### src/rtl/sprite_row_sequencer_if.sv
// sprite_row_sequencer_if: row handshake between sequencer and sprite frontend.
// start_row/next_vcount/row_visible go to the frontend; fe_done comes back (1 = idle).
interface sprite_row_sequencer_if;
  logic       start_row;
  logic [9:0] next_vcount;
  logic       row_visible;
  logic       fe_done;

  modport master (
    output start_row,
    output next_vcount,
    output row_visible,
    input  fe_done
  );

  modport slave (
    input  start_row,
    input  next_vcount,
    input  row_visible,
    output fe_done
  );
endinterface

### src/rtl/sprite_row_sequencer.sv
// sprite_row_sequencer: launches one sprite row pass per line, ping-pongs line
// buffers, flags overrunning rows and swaps attribute banks at vblank start.
// Ports: clk, reset (sync, high); hcount/vcount VGA counters; fe (row handshake);
// wr_buf/disp_buf line buffer select; commit_req/commit_ack/attr_bank bank swap;
// ovr_clr/overrun/overrun_cnt overrun status.
module sprite_row_sequencer #(
  parameter int unsigned H_TRIG    = 1280,
  parameter int unsigned V_VISIBLE = 480,
  parameter int unsigned V_TOTAL   = 525,
  parameter int unsigned OVR_W     = 8
) (
  input  logic                 clk,
  input  logic                 reset,
  input  logic [10:0]          hcount,
  input  logic [9:0]           vcount,
  sprite_row_sequencer_if.master fe,
  output logic                 wr_buf,
  output logic                 disp_buf,
  input  logic                 commit_req,
  output logic                 commit_ack,
  output logic                 attr_bank,
  input  logic                 ovr_clr,
  output logic                 overrun,
  output logic [OVR_W-1:0]     overrun_cnt
);

  localparam logic [10:0] HT   = 11'(H_TRIG);
  localparam logic [9:0]  VVIS = 10'(V_VISIBLE);
  localparam logic [9:0]  VLST = 10'(V_TOTAL - 1);

  typedef enum logic [1:0] {
    S_IDLE,
    S_ARM,
    S_BUSY
  } state_t;

  state_t     state_q;
  state_t     state_d;
  logic [10:0] hcount_q;
  logic       commit_req_q;
  logic       commit_pending;
  logic       trig;
  logic       ovr_evt;
  logic       do_commit;
  logic [9:0] nv;

  // hcount may dwell on H_TRIG; fire only on the cycle it arrives.
  assign trig = (hcount == HT) && (hcount_q != HT);
  assign nv   = (vcount == VLST) ? 10'd0 : vcount + 10'd1;

  // First trigger of vblank is the only point where a bank swap is safe.
  assign do_commit = trig && (nv == VVIS) && commit_pending;

  assign disp_buf = ~wr_buf;

  always_comb begin
    state_d = state_q;
    ovr_evt = 1'b0;
    if (trig) begin
      state_d = S_ARM;
      ovr_evt = (state_q == S_ARM) ||
                ((state_q == S_BUSY) && !fe.fe_done);
    end else begin
      unique case (1'b1)
        // fe_done still reads idle here: frontend drops it a cycle late.
        (state_q == S_ARM):  state_d = S_BUSY;
        (state_q == S_BUSY): if (fe.fe_done) state_d = S_IDLE;
        default:             state_d = state_q;
      endcase
    end
  end

  always_ff @(posedge clk) begin
    if (reset) begin
      state_q        <= S_IDLE;
      hcount_q       <= '0;
      fe.start_row   <= 1'b0;
      fe.next_vcount <= '0;
      fe.row_visible <= 1'b0;
      wr_buf         <= 1'b0;
      commit_req_q   <= 1'b0;
      commit_pending <= 1'b0;
      commit_ack     <= 1'b0;
      attr_bank      <= 1'b0;
      overrun        <= 1'b0;
      overrun_cnt    <= '0;
    end else begin
      state_q      <= state_d;
      hcount_q     <= hcount;
      commit_req_q <= commit_req;
      fe.start_row <= trig;
      commit_ack   <= do_commit;

      if (trig) begin
        fe.next_vcount <= nv;
        fe.row_visible <= (nv < VVIS);
        if (vcount < VVIS) wr_buf <= ~wr_buf;
      end

      // Rising-edge capture so a held request commits only once.
      if (commit_req && !commit_req_q) commit_pending <= 1'b1;
      else if (do_commit)              commit_pending <= 1'b0;

      if (do_commit) attr_bank <= ~attr_bank;

      if (ovr_clr) begin
        overrun     <= 1'b0;
        overrun_cnt <= '0;
      end else if (ovr_evt) begin
        overrun <= 1'b1;
        if (overrun_cnt != '1)
          overrun_cnt <= overrun_cnt + OVR_W'(1);
      end
    end
  end

endmodule

### src/flat_wrapper.sv
// flat-port wrapper written by rule: the top's interface ports become plain ports
module sprite_row_sequencer_flat 
#(
  parameter int unsigned H_TRIG    = 1280,
  parameter int unsigned V_VISIBLE = 480,
  parameter int unsigned V_TOTAL   = 525,
  parameter int unsigned OVR_W     = 8
)
  (clk, reset, hcount, vcount, wr_buf, disp_buf, commit_req, commit_ack, attr_bank, ovr_clr, overrun, overrun_cnt, fe_start_row, fe_next_vcount, fe_row_visible, fe_fe_done);
  sprite_row_sequencer_if fe_i ();
  input  logic clk;
  input  logic reset;
  input  logic [10:0] hcount;
  input  logic [9:0] vcount;
  output logic wr_buf;
  output logic disp_buf;
  input  logic commit_req;
  output logic commit_ack;
  output logic attr_bank;
  input  logic ovr_clr;
  output logic overrun;
  output logic [OVR_W-1:0] overrun_cnt;
  output wire logic [$bits(fe_i.start_row)-1:0] fe_start_row;
  output wire logic [$bits(fe_i.next_vcount)-1:0] fe_next_vcount;
  output wire logic [$bits(fe_i.row_visible)-1:0] fe_row_visible;
  input wire logic [$bits(fe_i.fe_done)-1:0] fe_fe_done;
  assign fe_start_row = fe_i.start_row;
  assign fe_next_vcount = fe_i.next_vcount;
  assign fe_row_visible = fe_i.row_visible;
  assign fe_i.fe_done = fe_fe_done;
  sprite_row_sequencer #(.H_TRIG(H_TRIG), .V_VISIBLE(V_VISIBLE), .V_TOTAL(V_TOTAL), .OVR_W(OVR_W)) u_core (.clk(clk), .reset(reset), .hcount(hcount), .vcount(vcount), .fe(fe_i), .wr_buf(wr_buf), .disp_buf(disp_buf), .commit_req(commit_req), .commit_ack(commit_ack), .attr_bank(attr_bank), .ovr_clr(ovr_clr), .overrun(overrun), .overrun_cnt(overrun_cnt));
endmodule
### config.mk
export PLATFORM = sky130hd
export DESIGN_NAME = sprite_row_sequencer_flat
export DESIGN_NICKNAME = d
export VERILOG_FILES = /design/src/rtl/sprite_row_sequencer_if.sv /design/src/rtl/sprite_row_sequencer.sv /design/src/flat_wrapper.sv
export SDC_FILE = /design/constraint.sdc
export NUM_CORES = 1
export LEC_CHECK = 0
export CORE_AREA = 2 2 68 70
export CTS_BUF_LIST = sky130_fd_sc_hd__clkbuf_8
export DETAILED_ROUTE_END_ITERATION = 8
export DIE_AREA = 0 0 70 72
export PLACE_DENSITY = 0.84
export RECOVER_POWER = 25
export SYNTH_ARGS = -nofsm -noshare
export SYNTH_HDL_FRONTEND = slang
export SYNTH_SLANG_ARGS = --single-unit
### constraint.sdc
create_clock -name clk -period 1.9 [get_ports clk]
set_input_delay 0.19 -clock clk [delete_from_list [all_inputs] [get_ports clk]]
set_output_delay 0.19 -clock clk [all_outputs]
set_load 0.02 [all_outputs]
==> impl_metrics.sql <==
INSERT INTO impl_metrics (metric_group, metric, value, unit) VALUES
('critical_path', 'cp.arrival', '2.16', 'ns'),
('sta', 'maxSlewHeadroom', '72.7', '%'),
('floorplanning', 'io_pins', '51', ''),
('critical_path', 'critical_path_class', 'input pin to flip-flop', ''),
('floorplanning', 'die-height', '72', 'um'),
('cells_and_area', 'nets', '339', ''),
('sta', 'finalSetupViolCount', '1', ''),
('synth', 'mapped_cell_area', '1860', 'um^2'),
('cts', 'tritoncts.num_buffers', '5', ''),
('cells_and_area', 'final_util', '68.1', '%'),
('floorplanning', 'initial_utilization', '43.7', '%'),
('placement', 'placement.cell_area', '2670', 'um^2'),
('floorplanning', 'die-area', '5040', 'um^2'),
('cts', 'clk_root_buffer_cell', 'sky130_fd_sc_hd__clkbuf_8', ''),
('sta', 'finalWorstSetupSlack', '-0.0395', 'ns'),
('grt', 'met2_track_demand_over_resource_in_global_routing', '34.6', '%'),
('sta', 'highest_clock_rate', '516', 'MHz'),
('floorplanning', 'core_area', '4260', 'um^2'),
('sta', 'tightest_slew', '0.407', 'ns'),
('drt', 'drt_pass1_iterations', '4', ''),
('cts', 'tritoncts', 'done', ''),
('synth', 'netlist.top_cell.by_area', 'sky130_fd_sc_hd__dfxtp_1', ''),
('sta', 'rsz0062_at_grt', 'true', ''),
('synth', 'post-synth-top-area-fraction', '41.9', '%'),
('cts', 'clkTransAtPathRegs', '0.08', 'ns'),
('drt', 'via_count', '1938', ''),
('pwr', 'power-per-cell-area', '556', 'nW/um^2'),
('cts', 'cts_max_path_buffers', '2', ''),
('pwr', 'total_power', '1.62', 'mW'),
('critical_path', 'critPathMaxFanout', '5', ''),
('cts', 'clk-insertion-delay-late', '0.29', 'ns'),
('sta', 'worst_case_clock_skew', '0.00334', 'ns'),
('cts', 'cts_hold_buffers', '0', ''),
('cells_and_area', 'final_design_area_no_fill', '2910', 'um^2'),
('critical_path', 'critical_path.endpoint_type', 'flip-flop', ''),
('cells_and_area', 'n_fill_cell', '322', ''),
('synth', 'syn_avg_cell_area', '8.67', 'um^2'),
('critical_path', 'critical-path-top-delay-family', 'simple AND/OR/NAND/NOR gates', ''),
('grt', 'overflow_left_after_global_routing', '0', ''),
('synth', 'ys_dominant_reg_cell', 'sky130_fd_sc_hd__dfxtp_1', ''),
('synth', 'ys_types', '45', ''),
('sta', 'hold_viol_final', '0', ''),
('pwr', 'power.leakage', '1.09', 'nW'),
('sta', 'final.period_utilization', '102', '%'),
('outcome', 'outcome', 'complete, but fails checks', ''),
('grt', 'use_met1', '24.1', '%'),
('cells_and_area', 'layout-drive-gt1-share', '26.9', '%'),
('critical_path', 'timing.critical_path.required', '2.12', 'ns'),
('drt', 'routedWlPerCell', '14.9', 'um'),
('drt', 'route.detailed.drc', '0', ''),
('outcome', 'failed_checks', 'negative setup slack', ''),
('placement', 'final_weighted_congestion_of_routability_driven_global_placement', '0.877', ''),
('grt', 'grt_use_met3', '4.44', '%'),
('cells_and_area', 'n_antenna_cell', '0', ''),
('drt', 'detail-route-antenna-nets', '0', ''),
('placement', 'dp.final_hpwl', '3610', 'um'),
('synth', 'synth.yosys.seq_area_share', '41.9', '%'),
('sta', 'period_minus_slack', '1.94', 'ns'),
('floorplanning', 'std_cell_rows', '24', ''),
('critical_path', 'critical_path.n_buffers_inverters', '1', ''),
('grt', 'globalRoute.busiestLayer', 'met2', ''),
('grt', 'first_global_vias', '1774', ''),
('pwr', 'vdd_ir_drop_max', '0.444', 'mV'),
('cells_and_area', 'area_growth', '55.9', '%'),
('cts', 'cts_max_level', '2', ''),
('drt', 'avgViaCountPerCell', '5.37', ''),
('flow_run', 'max_cap_violations', '0', ''),
('synth', 'asyncSetResetFlopFracSynth', '0', '%'),
('synth', 'synth.ff_latch_count', '39', ''),
('critical_path', 'timing.critical_path.from_type', 'input pin', ''),
('synth', 'yosys_warnings', '0', '');
synth_stat cells, types with 5 or more instances:
library cell,count
sky130_fd_sc_hd__dfxtp_1,39
sky130_fd_sc_hd__xnor2_1,8
sky130_fd_sc_hd__or3_1,9
sky130_fd_sc_hd__o21ai_0,7
sky130_fd_sc_hd__a21oi_1,16
sky130_fd_sc_hd__clkbuf_1,6
sky130_fd_sc_hd__ha_1,5
sky130_fd_sc_hd__nor4_1,6
sky130_fd_sc_hd__a211oi_1,5
sky130_fd_sc_hd__nor2b_1,15
sky130_fd_sc_hd__nor2_1,16
sky130_fd_sc_hd__inv_1,13
sky130_fd_sc_hd__nand3_1,11
sky130_fd_sc_hd__nand2_1,10
path summary, 6_finish.rpt:
kind	from	end	slack (ns)	cells past startpoint
hold reg to reg	u_core.fe.next_vcount[0]	u_core.fe.next_vcount[0]	0.46	2
setup reg to reg	u_core.overrun_cnt[0]	u_core.overrun_cnt[5]	0.09	6
hold / removal	hcount[0]	u_core.hcount_q[0]	0.13	2
setup / recovery	vcount[2]	u_core.commit_ack	-0.04	6
cell usage in the layout (no fill, tap or decap), types with 4 or more instances in the layout:
| cell | synthesis | layout |
|---|---|---|
| sky130_fd_sc_hd__or3_4 | 0 | 4 |
| sky130_fd_sc_hd__dlygate4sd2_1 | 0 | 4 |
| sky130_fd_sc_hd__nor2_1 | 16 | 16 |
| sky130_fd_sc_hd__a211oi_1 | 5 | 5 |
| sky130_fd_sc_hd__ha_1 | 5 | 5 |
| sky130_fd_sc_hd__inv_1 | 13 | 13 |
| sky130_fd_sc_hd__dlygate4sd3_1 | 0 | 4 |
| sky130_fd_sc_hd__clkdlybuf4s50_1 | 0 | 35 |
| sky130_fd_sc_hd__buf_4 | 0 | 40 |
| sky130_fd_sc_hd__clkbuf_8 | 0 | 5 |
| sky130_fd_sc_hd__o21ai_0 | 7 | 7 |
| sky130_fd_sc_hd__nor2b_1 | 15 | 14 |
| sky130_fd_sc_hd__dfxtp_1 | 39 | 39 |
| sky130_fd_sc_hd__nand4_1 | 4 | 4 |
| sky130_fd_sc_hd__nor3_1 | 4 | 4 |
| sky130_fd_sc_hd__a21oi_1 | 16 | 10 |
| sky130_fd_sc_hd__xnor2_1 | 8 | 8 |
| sky130_fd_sc_hd__or3_1 | 9 | 5 |
| sky130_fd_sc_hd__nand2_1 | 10 | 10 |
| sky130_fd_sc_hd__a21oi_2 | 0 | 6 |
| sky130_fd_sc_hd__nand3_1 | 11 | 11 |
where the power goes:
part	leakage, nW	internal [mW]	switching [mW]
sequential	0.318	0.832	0.00652
combinational	0.734	0.105	0.0913
clock	0.0408	0.262	0.318
total	1.09	1.20	0.416
state kept, by name, indices dropped and copies added, names as in the netlist:
name                   count
u_core.commit_pending      1
u_core.overrun_cnt         8
u_core.state_q             2
u_core.overrun             1
u_core.wr_buf              1
u_core.hcount_q           11
u_core.fe.start_row        1
u_core.commit_req_q        1
u_core.fe.row_visible      1
u_core.commit_ack          1
u_core.attr_bank           1
u_core.fe.next_vcount     10
through the flow:
step	setup TNS (ns)	setup WS, ns	hold slack (ns)	std cells
6_report	-0.0395	-0.0395	0.125	361
4_1_cts	0	0.000542	0.225	355
3_3_place_gp	-8.10	-0.441	0.441	345
3_5_place_dp	-9.58	-0.500	0.451	345
5_1_grt	-0.260	-0.0997	0.134	361
2_1_floorplan	0	0.00767	0.318	215
routing by layer:
metal / wire [um] / vias up
met5: 0 / -
met4: 131 / 0
met3: 205 / 17
met2: 2720 / 51
met1: 2300 / 921
li1: - / 949
final cells by class:
cell class	instances	area (um^2)	share of cell area (%)
repair buffers	95	826	28.4
clock inverters	3	23.8	0.818
inverters	13	48.8	1.68
clock buffers	5	68.8	2.37
flip-flops and latches	39	781	26.9
well taps	52	65.1	2.24
multi-input cells	154	1090	37.6
cells by family (layout without fill, tap and decap cells):
family / count (synthesis) / in the layout / share of synthesized area (%)
AOI/OAI and AO/OA: 38 / 38 / 12.6
xor gates and xnor gates: 11 / 11 / 5.17
adders and majority gates: 5 / 5 / 3.36
buffers and inverters: 22 / 116 / 4.50
DFF: 39 / 39 / 41.9
muxes: 2 / 2 / 1.14
and+or+nand+nor: 98 / 98 / 31.3
worst register-to-register path: stages, from the launching register on:
cell                      delay [ns]
sky130_fd_sc_hd__dfxtp_1        0.36
sky130_fd_sc_hd__ha_1           0.23
sky130_fd_sc_hd__and2_1         0.21
sky130_fd_sc_hd__nand4_1        0.14
sky130_fd_sc_hd__nand4_2        0.16
sky130_fd_sc_hd__or4_4          0.52
sky130_fd_sc_hd__a21oi_2        0.14
what timing repair did:
| item | CTS | global route |
|---|---|---|
| endpoints found under the setup margin | 16 | 22 |
| pin swaps | 9 | 15 |
| gates resized for setup | 13 | 29 |
| gates cloned | 0 | 1 |
| buffers inserted | 2 | 5 |
Note: power is estimated with default switching activity, not from simulation.
